**src/rtl/sseg_pkg.sv**
```systemverilog
// Shared types and constants for the serial seven-segment driver:
// FSM state encoding, the blank byte and the active-high hex glyph table.
package sseg_pkg;

  typedef enum logic [1:0] {
    ST_IDLE  = 2'd0,
    ST_LOAD  = 2'd1,
    ST_SHIFT = 2'd2,
    ST_LATCH = 2'd3
  } sseg_state_e;

  localparam logic [7:0] BLANK_BYTE = 8'hFF;

  // Glyphs as {g,f,e,d,c,b,a}, 1 = lit; entry 15 is leftmost.
  localparam logic [15:0][6:0] HEX_GLYPH = {
    7'h71, 7'h79, 7'h5E, 7'h39, 7'h7C, 7'h77, 7'h6F, 7'h7F,
    7'h07, 7'h7D, 7'h6D, 7'h66, 7'h4F, 7'h5B, 7'h06, 7'h3F
  };

endpackage

```
**src/rtl/sseg_hex_enc.sv**
```systemverilog
// Combinational nibble to seven-segment glyph, active-high {g,f,e,d,c,b,a}.
module sseg_hex_enc
  import sseg_pkg::*;
(
  input  logic [3:0] nibble_i,
  output logic [6:0] glyph_o
);

  assign glyph_o = HEX_GLYPH[nibble_i];

endmodule

```
**src/rtl/sseg_serial_drv.sv**
```systemverilog
// Frame-based serial driver for chained seven-segment shift registers.
// Define SSEG_BLINK_EN to blank digits with les[i] & flash at frame load.
module sseg_serial_drv
  import sseg_pkg::*;
#(
  parameter int DIGITS  = 8,
  parameter int CLK_DIV = 2
) (
  input  logic                  clk,
  input  logic                  rst,
  input  logic                  start,
  input  logic                  mode,
  input  logic [8*DIGITS-1:0]   disp_num,
  input  logic [DIGITS-1:0]     point,
  input  logic [DIGITS-1:0]     les,
  input  logic                  flash,
  output logic                  seg_clk,
  output logic                  seg_sout,
  output logic                  seg_pen,
  output logic                  seg_clrn,
  output logic                  busy,
  output logic                  done
);

  localparam int FRAME_W = 8 * DIGITS;
  localparam int BIT_W   = $clog2(FRAME_W);
  localparam int DIV_W   = (CLK_DIV > 1) ? $clog2(CLK_DIV) : 1;
  localparam logic [BIT_W-1:0] LAST_BIT = BIT_W'(FRAME_W - 1);
  localparam logic [DIV_W-1:0] DIV_LAST = DIV_W'(CLK_DIV - 1);

  logic [DIGITS-1:0][6:0] glyph;
  logic [FRAME_W-1:0]     frame_build;

  // Digit DIGITS-1 lands in the top byte so it leaves the shifter first.
  for (genvar g = 0; g < DIGITS; g++) begin : g_digit
    logic [7:0] lit;

    sseg_hex_enc u_enc (
      .nibble_i (disp_num[4*g +: 4]),
      .glyph_o  (glyph[g])
    );

    assign lit = mode ? disp_num[8*g +: 8] : {point[g], glyph[g]};

`ifdef SSEG_BLINK_EN
    assign frame_build[8*g +: 8] = (les[g] & flash) ? BLANK_BYTE : ~lit;
`else
    assign frame_build[8*g +: 8] = ~lit;
`endif
  end

`ifndef SSEG_BLINK_EN
  logic unused_blink;
  assign unused_blink = ^{les, flash};
`endif

  sseg_state_e        state_q, state_d;
  logic [FRAME_W-1:0] frame_q, frame_d;
  logic [BIT_W-1:0]   bit_q, bit_d;
  logic [DIV_W-1:0]   div_q, div_d;
  logic               pending_q, pending_d;
  logic               seg_clk_q, seg_clk_d;
  logic               sout_q, sout_d;
  logic               pen_q, pen_d;
  logic               clrn_q;
  logic               busy_q, busy_d;
  logic               done_q, done_d;

  always_comb begin
    // NOTE: every next-state signal gets a default first, so no path
    // through the case below can leave one unassigned and infer a latch.
    state_d   = state_q;
    frame_d   = frame_q;
    bit_d     = bit_q;
    div_d     = div_q;
    seg_clk_d = seg_clk_q;
    sout_d    = sout_q;
    busy_d    = busy_q;
    done_d    = 1'b0;
    pen_d     = pen_q | done_q;
    pending_d = pending_q | (start & busy_q);

    unique case (state_q)
      ST_IDLE: begin
        pending_d = 1'b0;
        if (start) begin
          state_d = ST_LOAD;
          busy_d  = 1'b1;
        end
      end
      ST_LOAD: begin
        frame_d   = frame_build;
        sout_d    = frame_build[FRAME_W-1];
        bit_d     = '0;
        div_d     = '0;
        seg_clk_d = 1'b0;
        state_d   = ST_SHIFT;
      end
      ST_SHIFT: begin
        if (div_q == DIV_LAST) begin
          div_d = '0;
          if (!seg_clk_q) begin
            seg_clk_d = 1'b1;
          end else begin
            seg_clk_d = 1'b0;
            if (bit_q == LAST_BIT) begin
              state_d = ST_LATCH;
              done_d  = 1'b1;
            end else begin
              // Data only moves on entry to the low phase.
              bit_d   = bit_q + 1'b1;
              frame_d = frame_q << 1;
              sout_d  = frame_q[FRAME_W-2];
            end
          end
        end else begin
          div_d = div_q + 1'b1;
        end
      end
      ST_LATCH: begin
        if (pending_q | start) begin
          state_d   = ST_LOAD;
          pending_d = 1'b0;
        end else begin
          state_d = ST_IDLE;
          busy_d  = 1'b0;
        end
      end
      default: state_d = ST_IDLE;
    endcase
  end

  // NOTE: sequential state uses non-blocking assignments only, so every
  // register samples the pre-edge values regardless of statement order.
  always_ff @(posedge clk) begin
    if (rst) begin
      state_q   <= ST_IDLE;
      bit_q     <= '0;
      div_q     <= '0;
      pending_q <= 1'b0;
      seg_clk_q <= 1'b0;
      sout_q    <= 1'b0;
      pen_q     <= 1'b0;
      clrn_q    <= 1'b0;
      busy_q    <= 1'b0;
      done_q    <= 1'b0;
    end else begin
      state_q   <= state_d;
      bit_q     <= bit_d;
      div_q     <= div_d;
      pending_q <= pending_d;
      seg_clk_q <= seg_clk_d;
      sout_q    <= sout_d;
      pen_q     <= pen_d;
      clrn_q    <= 1'b1;
      busy_q    <= busy_d;
      done_q    <= done_d;
    end
  end

  // NOTE: the frame shifter is always written in LOAD before it is read,
  // so it carries no reset and stays a plain register bank.
  always_ff @(posedge clk) begin
    frame_q <= frame_d;
  end

  assign seg_clk  = seg_clk_q;
  assign seg_sout = sout_q;
  assign seg_pen  = pen_q;
  assign seg_clrn = clrn_q;
  assign busy     = busy_q;
  assign done     = done_q;

endmodule

```
**config.mk**
```make
export PLATFORM = sky130hd
export DESIGN_NAME = sseg_serial_drv
export DESIGN_NICKNAME = d
export VERILOG_FILES = /design/src/rtl/sseg_pkg.sv /design/src/rtl/sseg_hex_enc.sv /design/src/rtl/sseg_serial_drv.sv
export SDC_FILE = /design/constraint.sdc
export NUM_CORES = 1
export LEC_CHECK = 0
export CORE_ASPECT_RATIO = 1.4
export CORE_UTILIZATION = 55
export DETAILED_ROUTE_END_ITERATION = 6
export DONT_BUFFER_PORTS = 1
export PLACE_DENSITY_LB_ADDON = 0.1
export SLEW_MARGIN = 20
export SYNTH_ARGS = -nofsm -noshare
export SYNTH_HDL_FRONTEND = slang
export SYNTH_HIERARCHICAL = 1
export SYNTH_SLANG_ARGS = --single-unit
export TNS_END_PERCENT = 100
```
**constraint.sdc**
```tcl
create_clock -name clk -period 3.61 [get_ports clk]
set_input_delay 0.722 -clock clk [delete_from_list [all_inputs] [get_ports clk]]
set_output_delay 0.722 -clock clk [all_outputs]
set_load 0.005 [all_outputs]
```
; Word-level counts from Yosys, hierarchy flattened
; Memory sizes are Yosys's and may differ from the RTL's.
; Cells that the tools add are included.
; W data, S select, Z words.
[totals]
inputBits = 85
memories = 8
rom_bits = 896
reg_bits = 79
out_inout_bits = 6
latch_bits = 0
mem_bits_rw = 0
[classes]
shifts = 0
bitwise = 15
n_eq_ne = 10
addsub = 2
div = 0
n_mux = 46
order_cmp = 8
multipliers = 0
reduce_logical = 8
[memory_table]
columns = memory, depth, word_bits, read_ports, rd_ports_with_merged_regs, wr, line_no
row1 = (name not given), 16, 7, 1, 0, 0, sseg_hex_enc.sv:9  ; assign glyph_o = HEX_GLYPH[nibble_i];
row2 = (name not given), 16, 7, 1, 0, 0, sseg_hex_enc.sv:9
row3 = (name not given), 16, 7, 1, 0, 0, sseg_hex_enc.sv:9
row4 = (name not given), 16, 7, 1, 0, 0, sseg_hex_enc.sv:9
row5 = (name not given), 16, 7, 1, 0, 0, sseg_hex_enc.sv:9
row6 = (name not given), 16, 7, 1, 0, 0, sseg_hex_enc.sv:9
row7 = +2 memories, --, --, --, --, --, --
[ops]
columns = op, count
row1 = $mux W63, 3
row2 = $pmux W63 S2, 1
row3 = $mux W8, 8
row4 = $not A8 Y8, 8
row5 = $mux W7, 8
row6 = $lt A4 B5 Y1 const B, 8
row7 = $mux W6, 3
row8 = $mux W1, 12
row9 = $ne A2 B2 Y1 const B, 6
row10 = $pmux W6 S2, 1
row11 = $pmux W1 S2, 5
row12 = $mux W2, 4
row13 = $pmux W2 S4, 1
row14 = $reduce_and A4 Y1, 2
row15 = $add A6 B1 Y6 const B, 1
row16 = $eq A6 B6 Y1 const B, 1
row17 = $eq A2 B2 Y1 const B, 2
row18 = $reduce_bool A2 Y1, 2
row19 = $reduce_or A4 Y1, 1
row20 = $not A1 Y1, 3
row21 = $or A1 B1 Y1, 3
row22 = $reduce_and A3 Y1, 1
row23 = $eq A2 B1 Y1 const B, 1
row24 = $logic_not A2 Y1, 1
row25 = 3 further kinds, 3

; Longest topological paths before layout
[logic_depth]
depth_word = 5
ltp_mapped = 7

; By module
; The synthesis kept the hierarchy.
[by_module_without_submodules]
columns = mod, area_per_inst_um2, n_inst, cells_each, seq_area_each_um2
row1 = sseg_serial_drv, 4097.7, 1, 367, 2212.1
row2 = sseg_hex_enc (g_digit[0].u_enc ...), 290.3, 4, 33, 0.0
row3 = sseg_hex_enc (g_digit[1].u_enc ...), 287.8, 4, 33, 0.0

; Least setup slack after synthesis
; OpenSTA, ideal clock, no wires.
[synth_timing]
kind = flip-flop to flip-flop
start = register state_q[0]
end = register sout_q (netlist: seg_sout)
n_path_buf = 1
stages_incl_launch_ff = 8
required_ps = 3485
arrival_time_ps = 2746
path_slack_ps = 739
cell_sequence = dfxtp_1 -> inv_1 -> ha_1 -> buf_4 -> nand3_4 -> o21bai_4 -> nand2_1 -> o211a_1
[synth_between]
elab_chain_cells = 3
elab_cells_between_ends = 8
cone_classes = 5 x eq/ne / 1 x mux / 2 x reduce/logical
[synth_rtl]
columns = item, line_no
row1 = start: declaration, sseg_serial_drv.sv:57  ; sseg_state_e state_q, state_d;
row2 = start signal: assignment, sseg_serial_drv.sv:148  ; state_q <= state_d;
row3 = $eq A2 B2 Y1 / $eq A2 B1 Y1 (equally long branches), sseg_serial_drv.sv:83  ; unique case (state_q)
row4 = $ne A2 B2 Y1 (no source line) / $reduce_bool A2 Y1 (equally long branches), --
row5 = $reduce_and A4 Y1 (no source line), --
row6 = end signal: assignment, sseg_serial_drv.sv:153  ; sout_q <= sout_d;
row7 = end: declaration, sseg_serial_drv.sv:63  ; logic sout_q, sout_d;
; Several ways; a longest one is shown, not always the timed one.
; A chain may end at the register's enable or synchronous reset.

; Final worst setup path
[layout_timing]
start = register state_q[0]
end = register state_q[0]
[layout_between]
elab_chain_cells = 3
elab_cells_between_ends = 10
cone_classes = 7 x eq/ne / 1 x mux / 2 x reduce/logical
[layout_rtl]
columns = item, line_no
row1 = $eq A2 B2 Y1 / $logic_not A2 Y1 (equally long branches), sseg_serial_drv.sv:83
row2 = $ne A2 B2 Y1 (no source line), --
row3 = $reduce_and A4 Y1 (no source line), --
; Several ways; a longest one is shown, not always the timed one.

==> flow_metrics.tcl <==
set metrics [dict create \
    synth_top_family_by_area "multiplexers" \
    clkTransAtPathRegs_ns 0.07 \
    final_cell_mix "mux2_2 (83), nand2_1 (78), o21ai_0 (64)" \
    r2r_cells 6 \
    wl_per_cell_um 16.1 \
    start_util 0.565 \
    yosys.area.top_type "edfxtp_1" \
    grt_pass1_vias 4208 \
    ir_drop_v 0.000255 \
    crit_cells 6 \
    final_common_cell "mux2_2" \
    yosysWarnings 6 \
    fin_crit_sh 0.673 \
    syn_nets 778 \
    path_cells "inv_1 -> ha_4 -> buf_4 -> o21ai_0 -> a21boi_2 -> a311oi_1" \
    portBuffers 0 \
    gp_congestion 0.794 \
    synthCells 631 \
    ys_seq_elements 79 \
    rows 46 \
    synth_async_sr_flop_share 0 \
    via_count 4422 \
    end_kind "flop" \
    grt_first_pass_wirelength_um 19800 \
    drc 0 \
    rsz0062_at_grt "false" \
    synth-compound-area-share 0.136 \
    n_antenna_cell 0 \
    synth_cell_type_count 48 \
    num_io_pins 91 \
    post-cts-setup-buffers 0 \
    fmax_ghz 0.411 \
    first_pass_iters 4 \
    synth-simple-area-share 0.120 \
    path_class "flop to flop" \
    h-tree-depth 3 \
    initialDrtViolationCount 179 \
    syn_to_final_growth_pct 4.12 \
    max_slew_margin 0.350 \
    maxSlewViolCount 0 \
    grt_usage 0.207 \
    drv_cap 0 \
    place_ws_ns 1.16 \
    dp_hpwl_um 8470 \
    power.density_nw_per_um2 458 \
    drt-total-wl_um 12100 \
    viasPerCell 5.87 \
    muxShareOfSynthArea 0.215 \
    crit_path_end "state_q[0]" \
    timing.reg2reg.setup_slack_ns 1.18 \
    fp.dieW_um 93.2 \
    clk_latency_ns 0.34 \
    cp_top_family "buffers and inverters" \
    antenna_left 0 \
    startpoint "state_q[0]" \
    final_cells 753 \
    dieHeight_um 130 \
    synthTopCellsByArea "edfxtp_1 (30%), mux2_2 (15%), ha_1 (12%)" \
    ctsResizeCount 0 \
    cp-start-kind "flop" \
    min_period_ns 2.43 \
    cts_buffers 9 \
    syn-mean-instance-area_um2 10.2 \
    die_area_um2 12100 \
    max_stage_delay_ns 0.79 \
    synth_area_um2 6410 \
    synth-xor-area-share 0 \
    hold_buffers 0 \
    rr_startpoint "state_q[0]" \
    status "finished clean" \
    critPathBufInv 2 \
    antenna_found_initial 0 \
    tritoncts "yes" \
    fin_nets 751 \
    setup_tns_ns 0 \
    drive_gt1_frac 0.202 \
    synth_edf_count 63 \
    synth_seq_area_share 0.345 \
    crit_required_ns 3.86 \
    grt_overflow_total 0 \
    rr_endpoint "state_q[0]" \
    clockRootBuffer "clkbuf_16" \
    cp.arrival_ns 2.68 \
    hold_viol 0 \
    placedCellCount 737 \
    synthAdderAreaFrac 0.121 \
    cp_slowest_cell "buf_4" \
    core_area_um2 11300 \
    holdCritPathClass "input pin to flop" \
    layout_setup_ws_ns 1.18 \
    grt_max_degree 119 \
    setup_viol 0 \
    cp_max_fo 118 \
    fin_worst_skew_ns 0.0113 \
    synth_top_flop_cell "edfxtp_1" \
    yosysTopAreaCellShare 0.295 \
    clk_path_buf_depth 2 \
    cts_sinks 79 \
    tightest_slew_ns 0.976 \
    fin_util 0.589 \
    leakagePower_uw 0.00246 \
]
==> stage by stage <==
step | hold slack (ns) | instance area (µm²) | total power (µW)
after floorplan | 0.447 | 6410 | 2090
after global placement | 0.463 | 6400 | 2200
after detailed placement | 0.479 | 6400 | 2230
after CTS | 0.428 | 6670 | 3090
after global routing | 0.424 | 6670 | 3250
final | 0.441 | 6670 | 3060
==> routing by layer <==
layer	part of all wire	wire length, µm	global-route usage	vias up
met5	0	0	0	-
met4	0.017	210	0.0715	0
met3	0.037	446	0.0414	16
met2	0.50	6080	0.354	66
met1	0.44	5380	0.262	2113
li1	-	-	-	2227
==> worst min-delay path by stage <==
stage | startpoint | endpoint | slack (ns) | depth (start not counted)
6_report | rst | bit_q[2] | 0.44 | 1
4_1_cts | rst | bit_q[0] | 0.43 | 1
3_3_place_gp | pending_q | pending_q | 0.46 | 2
3_5_place_dp | seg_pen | seg_pen | 0.48 | 2
5_1_grt | rst | seg_pen | 0.42 | 1
2_1_floorplan | pending_q | pending_q | 0.45 | 2
==> report_power, final <==
part / switching [µW] / internal (µW)
logic: 418 / 298
clock network: 380 / 473
registers: 96.0 / 1390
==> final cells by class <==
cell class                      instances  area, µm²
Clock buffer                            9        225
Inverter                               45        169
Multi-Input combinational cell        467       3810
Sequential cell                        79       2210
Timing Repair Buffer                    2       27.5
Fill cell                             984       4660
Tap cell                              144        180
Clock inverter                          7       52.6
==> cell usage after synthesis, drive strengths merged, types with 3 or more instances <==
master and number:
a21oi 32, a311oi 4, a31o 8, a31oi 3, buf 28, clkbuf 12, dfxtp 16, edfxtp 63
ha 62, inv 45, mux2 87, mux2i 17, mux4 8, nand2 79, nand2b 11, nand3 6
nand3b 8, nor2 8, nor2b 11, nor3 17, o21ai 67, o31a 8, o32a 8, or2b 8
==> state kept, by name, indices dropped and copies added (netlist names) <==
signal / cells
seg_clrn: 1
done: 1
seg_clk: 1
bit_q: 6
seg_sout: 1
div_q: 1
seg_pen: 1
state_q: 2
busy: 1
pending_q: 1
frame_q: 63
==> kinds of logic (layout without fill, tap and decap cells) <==
group	after synthesis	after routing
fa+ha+maj	62	62
simple gates	154	154
compound gates	139	139
buf+inv	85	63
mux	112	112
flops	79	79
(Power assumes the default switching activity.)
